## src/rtl/wb_queue_pkg.sv

```systemverilog
// Shared types for the write-back queue: register address/data widths and the queued entry.
package wb_queue_pkg;

  localparam int REG_ADDR_W = 5;
  localparam int REG_DATA_W = 32;

  typedef struct packed {
    logic [REG_ADDR_W-1:0] addr;
    logic [REG_DATA_W-1:0] data;
  } wb_entry_t;

  // Register 0 is hard-wired: writes to it are dropped and lookups never hit.
  function automatic logic is_reg_zero(input logic [REG_ADDR_W-1:0] addr);
    return (addr == REG_ADDR_W'(0));
  endfunction

endpackage

```

## src/rtl/wb_match.sv

```systemverilog
// Youngest-match search of the pending-write queue for one decode read port.
// Data selection exists only when WB_QUEUE_BYPASS_EN is defined.
module wb_match
  import wb_queue_pkg::*;
#(
  parameter int DEPTH = 4,
  parameter int PTR_W = $clog2(DEPTH),
  parameter int CNT_W = PTR_W + 1
) (
  input  logic [REG_ADDR_W-1:0] addr_tab [DEPTH],
`ifdef WB_QUEUE_BYPASS_EN
  input  logic [REG_DATA_W-1:0] data_tab [DEPTH],
  output logic [REG_DATA_W-1:0] fwd_data,
`endif
  input  logic [PTR_W-1:0]      rd_ptr,
  input  logic [CNT_W-1:0]      count,
  input  logic [REG_ADDR_W-1:0] raddr,
  output logic                  busy
);

  logic [PTR_W-1:0] idx_s;
  logic             busy_s;
`ifdef WB_QUEUE_BYPASS_EN
  logic [REG_DATA_W-1:0] data_s;
`endif

  // Walk entries oldest to youngest so the last hit is the youngest.
  always_comb begin
    busy_s = 1'b0;
    idx_s  = rd_ptr;
`ifdef WB_QUEUE_BYPASS_EN
    data_s = REG_DATA_W'(0);
`endif
    for (int i = 0; i < DEPTH; i++) begin
      idx_s = rd_ptr + PTR_W'(i);
      if ((CNT_W'(i) < count) && !is_reg_zero(raddr) && (addr_tab[idx_s] == raddr)) begin
        busy_s = 1'b1;
`ifdef WB_QUEUE_BYPASS_EN
        data_s = data_tab[idx_s];
`endif
      end else begin
        busy_s = busy_s;
      end
    end
  end

  assign busy = busy_s;
`ifdef WB_QUEUE_BYPASS_EN
  assign fwd_data = data_s;
`endif

endmodule

```

## src/rtl/wb_queue.sv

```systemverilog
// In-order register write-back FIFO with decode hazard lookup.
// Optional forwarding data path enabled by WB_QUEUE_BYPASS_EN.
module wb_queue
  import wb_queue_pkg::*;
#(
  parameter int DEPTH = 4
) (
  input  logic                    clk,
  input  logic                    rst,
  input  logic                    in_valid,
  output logic                    in_ready,
  input  logic [REG_ADDR_W-1:0]   in_addr,
  input  logic [REG_DATA_W-1:0]   in_data,
  input  logic                    rf_stall,
  output logic                    rf_w,
  output logic [REG_ADDR_W-1:0]   waddr,
  output logic [REG_DATA_W-1:0]   wdata,
  input  logic [REG_ADDR_W-1:0]   raddr1,
  input  logic [REG_ADDR_W-1:0]   raddr2,
  output logic                    busy1,
  output logic                    busy2,
  output logic [REG_DATA_W-1:0]   fwd_data1,
  output logic [REG_DATA_W-1:0]   fwd_data2,
  output logic [$clog2(DEPTH):0]  count
);

  localparam int PTR_W = $clog2(DEPTH);
  localparam int CNT_W = PTR_W + 1;

  wb_entry_t             mem_r [DEPTH];
  logic [PTR_W-1:0]      wr_ptr_r;
  logic [PTR_W-1:0]      rd_ptr_r;
  logic [CNT_W-1:0]      count_r;
  logic                  push_s;
  logic                  pop_s;
  logic [REG_ADDR_W-1:0] addr_tab_s [DEPTH];
`ifdef WB_QUEUE_BYPASS_EN
  logic [REG_DATA_W-1:0] data_tab_s [DEPTH];
`endif

  // A full queue refuses input even when the head pops this same cycle.
  assign in_ready = (count_r != CNT_W'(DEPTH));
  assign push_s   = in_valid && in_ready && !is_reg_zero(in_addr);
  assign rf_w     = (count_r != CNT_W'(0));
  assign pop_s    = rf_w && !rf_stall;
  assign waddr    = rf_w ? mem_r[rd_ptr_r].addr : REG_ADDR_W'(0);
  assign wdata    = rf_w ? mem_r[rd_ptr_r].data : REG_DATA_W'(0);
  assign count    = count_r;

  // Pointer and occupancy state; reset drops every pending write.
  always_ff @(posedge clk or posedge rst) begin
    if (rst) begin
      wr_ptr_r <= PTR_W'(0);
      rd_ptr_r <= PTR_W'(0);
      count_r  <= CNT_W'(0);
    end else begin
      if (push_s) wr_ptr_r <= wr_ptr_r + PTR_W'(1);
      if (pop_s)  rd_ptr_r <= rd_ptr_r + PTR_W'(1);
      case ({push_s, pop_s})
        2'b10:   count_r <= count_r + CNT_W'(1);
        2'b01:   count_r <= count_r - CNT_W'(1);
        default: count_r <= count_r;
      endcase
    end
  end

  // Entry storage is not reset; occupancy alone decides validity.
  always_ff @(posedge clk) begin
    if (push_s) mem_r[wr_ptr_r] <= '{addr: in_addr, data: in_data};
  end

  // Split storage into per-field tables for the lookup units.
  always_comb begin
    for (int i = 0; i < DEPTH; i++) begin
      addr_tab_s[i] = mem_r[i].addr;
`ifdef WB_QUEUE_BYPASS_EN
      data_tab_s[i] = mem_r[i].data;
`endif
    end
  end

  wb_match #(.DEPTH(DEPTH)) u_match1 (
    .addr_tab (addr_tab_s),
`ifdef WB_QUEUE_BYPASS_EN
    .data_tab (data_tab_s),
    .fwd_data (fwd_data1),
`endif
    .rd_ptr   (rd_ptr_r),
    .count    (count_r),
    .raddr    (raddr1),
    .busy     (busy1)
  );

  wb_match #(.DEPTH(DEPTH)) u_match2 (
    .addr_tab (addr_tab_s),
`ifdef WB_QUEUE_BYPASS_EN
    .data_tab (data_tab_s),
    .fwd_data (fwd_data2),
`endif
    .rd_ptr   (rd_ptr_r),
    .count    (count_r),
    .raddr    (raddr2),
    .busy     (busy2)
  );

`ifndef WB_QUEUE_BYPASS_EN
  assign fwd_data1 = REG_DATA_W'(0);
  assign fwd_data2 = REG_DATA_W'(0);
`endif

endmodule

```

## config.mk

```make
export PLATFORM = sky130hd
export DESIGN_NAME = wb_queue
export DESIGN_NICKNAME = d
export VERILOG_FILES = /design/src/rtl/wb_queue_pkg.sv /design/src/rtl/wb_match.sv /design/src/rtl/wb_queue.sv
export SDC_FILE = /design/constraint.sdc
export NUM_CORES = 1
export LEC_CHECK = 0
export CAP_MARGIN = 20
export CORE_AREA = 2 2 121 123
export CTS_CLUSTER_SIZE = 14
export DETAILED_ROUTE_END_ITERATION = 10
export DIE_AREA = 0 0 123 125
export GPL_ROUTABILITY_DRIVEN = 0
export PLACE_DENSITY = 0.82
export SLEW_MARGIN = 30
export SYNTH_ARGS = -nofsm -noshare
export SYNTH_HDL_FRONTEND = slang
export SYNTH_SLANG_ARGS = --single-unit
```

## constraint.sdc

```tcl
create_clock -name clk -period 4.82 [get_ports clk]
set_input_delay 0.723 -clock clk [delete_from_list [all_inputs] [get_ports clk]]
set_output_delay 0.723 -clock clk [all_outputs]
set_load 0.005 [all_outputs]
```

==> qor.yml <==
synth_mux_area_frac: 0.1725
syn-cell-area_sq_um: 7760
cts_inserted_buffers: 17
syn_avg_cell_area_sq_um: 15.84
grt_overflow: 0
synthAdderAreaFrac: 0.01451
fp-row-count: 44
cts.sinks: 155
grt_util_met3: 0.05383
clk_pin_slew_worst_paths_ns: 0.06
dp_cells: 742
die_y_microns: 125
drtIter0Drc: 288
slew_violations: 0
drive_gt1_frac: 0.1458
fin_crit_sh: 0.8421
syn_inst: 490
grt_usage: 0.1923
relSlewSlack: 0.4767
dieArea_sq_um: 15380
ctsResizeCount: 0
grt_max_degree: 42
initial_core_util: 0.5463
finalCriticalPeriod_ns: 4.059
grt_pass1_wl_microns: 22070
p_per_area_nw_per_um2: 609.5
grt_use_met2: 0.3224
yosys.area_share.xor_xnor: 0.05530
clk_latency_ns: 0.41
synth_flop_cell: "edfxtp_1"
ys_ff_latch: 155
postCtsSetupRepairBufs: 0
slowest_stage: "dfrtp_2"
outcome: "finished clean"
die_w_microns: 123
path_buf_inv: 1
path_max_fanout: 32
regArea_sq_um: 4624
cp_cell_sequence: "mux4_1 > xnor2_1 > nand2_1 > or4_1 > nand4_1 > clkdlybuf4s50_1"
route.detailed.wl_per_inst_microns: 18.33
first_global_vias: 4182
required_ns: 4.10
path_depth: 6
setup_viol: 0
vias: 4117
core_sq_um: 14200
vias_per_cell: 5.319
syn2layout_area_growth_pct: 18.32
min_path_type: "in -> async"
htreeDepth: 4
drc: 0
ant_nets: 0
tightest_slew_ns: 0.7850
first_pass_iters: 4
antennaDiodeCount: 0
cp-start-kind: "flop"
synthSimpleGateAreaFrac: 0.06450
clock-root-buffer: "clkbuf_16"
yosysWarnings: 0
critPathMaxStageDelay_ns: 0.88
busiest_layer: "met2"
cp-end-kind: "output port"
io-pin-count: 159
hold_viol: 0
yosysUniqueCellTypes: 35
fin_skew_ns: 0.01100
fmax_ghz: 0.2464
gr-usage-met1: 0.2430
finalWirelength_microns: 14190
async_flop_share: 0.04516
cts.path.max_buffers: 2
antenna_found_initial: 0
fillCellCount: 1022
ys_seq_area_frac: 0.5953
synth_edf_count: 148
p_leak_nw: 3.264
cp.arrival_ns: 3.34
io_buffers: 94
final_cell_mix: "edfxtp_1, clkdlybuf4s50_1, conb_1, mux4_2, nor2b_1"
synth_top_family_by_area: "multiplexers"
path_class: "reg -> out"
vdd_drop_max_v: 0.0003334
path_delay_family: "flip-flops"
tns_ns: 0
reg2reg_depth: 6
fin_nets: 637
multi_input_area_sq_um: 2735
drv_cap: 0
hpwl_microns: 9146
cts_tree: "yes"
synth_compound_area_frac: 0.01242
fin_cells: 774
rsz0062_at_grt: "no"
final_common_cell: "edfxtp_1"
hold_buffers: 0
==> per-stage QoR <==
step	setup WS (ns)	hold WS [ns]	utilization	instance area (sq um)	power [W]
after global routing	0.6081	0.5925	0.6464	9181	0.005902
final	0.7610	0.5635	0.6464	9181	0.005596
after floorplan	2.242	0.5264	-	7996	0.003446
after global placement	1.220	0.5921	0.6037	8574	0.004275
after CTS	0.7350	0.5665	0.6464	9181	0.005658
after detailed placement	1.184	0.6123	0.6060	8607	0.004366
==> sequential cells by signal (all words and copies together) (netlist names) <==
| signal | count |
|---|---|
| wr_ptr_r | 2 |
| count | 3 |
| mem_r | 148 |
| rd_ptr_r | 2 |
==> final cells by class <==
class	count	area share
clock buffer	19	0.04715
inverter	7	0.002862
timing repair buffer	98	0.1079
tap	184	0.02507
multi-input combinational	298	0.2979
sequential	155	0.5037
clock inverter	13	0.01540
==> kinds of logic after synthesis <==
logic type               after synthesis
flip-flops                           155
buffers and inverters                100
AND/OR/NAND/NOR                       89
multiplexers                          74
XOR/XNOR                              49
AO/OA/AOI/OAI                         13
adder cells (fa/ha/maj)                9
other                                  1
==> per-layer routing <==
layer  wire (microns)  part of all wire
met2             7438              0.52
met5                0                 0
met4               93            0.0066
met1             5769              0.41
met3              887             0.063
==> worst paths after layout <==
| path | from | endpoint | slack (ns) |
|---|---|---|---|
| min reg2reg | count[0] | count[0] | 0.63 |
| min in group clk | count[0] | count[0] | 0.63 |
| max in group asynchronous | rst | rd_ptr_r[0] | 3.99 |
| min | rst | wr_ptr_r[1] | 0.56 |
| max reg2reg | count[0] | mem_r[3][24] | 2.29 |
| max | rd_ptr_r[1] | busy1 | 0.76 |
==> synthesized netlist by cell type (all sizes together) (3+ instances only) <==
cell,n,share of area
nand2,13,0.0063
buf,79,0.075
o2111ai,3,0.0034
xnor2,25,0.028
dfrtp,7,0.023
edfxtp,148,0.57
nand3,4,0.0026
nor2,8,0.0039
nor3,4,0.0026
mux2i,25,0.032
ha,9,0.015
nor2b,38,0.031
nand3b,3,0.0029
mux2,3,0.0044
a211o,3,0.0034
nor4,4,0.0032
xor2,24,0.027
nand4,4,0.0032
and2,4,0.0032
inv,7,0.0034
mux4,46,0.14
or3,3,0.0024
clkbuf,14,0.0068
==> where the power goes <==
| group | internal [W] | switching [W] | total, W |
|---|---|---|---|
| combinational | 0.00132 | 0.000983 | 0.00231 |
| sequential | 0.00178 | 0.000232 | 0.00201 |
| clock | 0.000767 | 0.000512 | 0.00128 |
| total | 0.00387 | 0.00173 | 0.00560 |
==> worst register-to-register path, stage by stage (launching register included) <==
cell and delay (ns):
dfrtp_1 0.49, inv_1 0.11, ha_1 0.24, nand2_1 0.10, nand2_1 0.08, a21oi_1 0.47, and2_4 0.65
(Power assumes the default switching activity.)
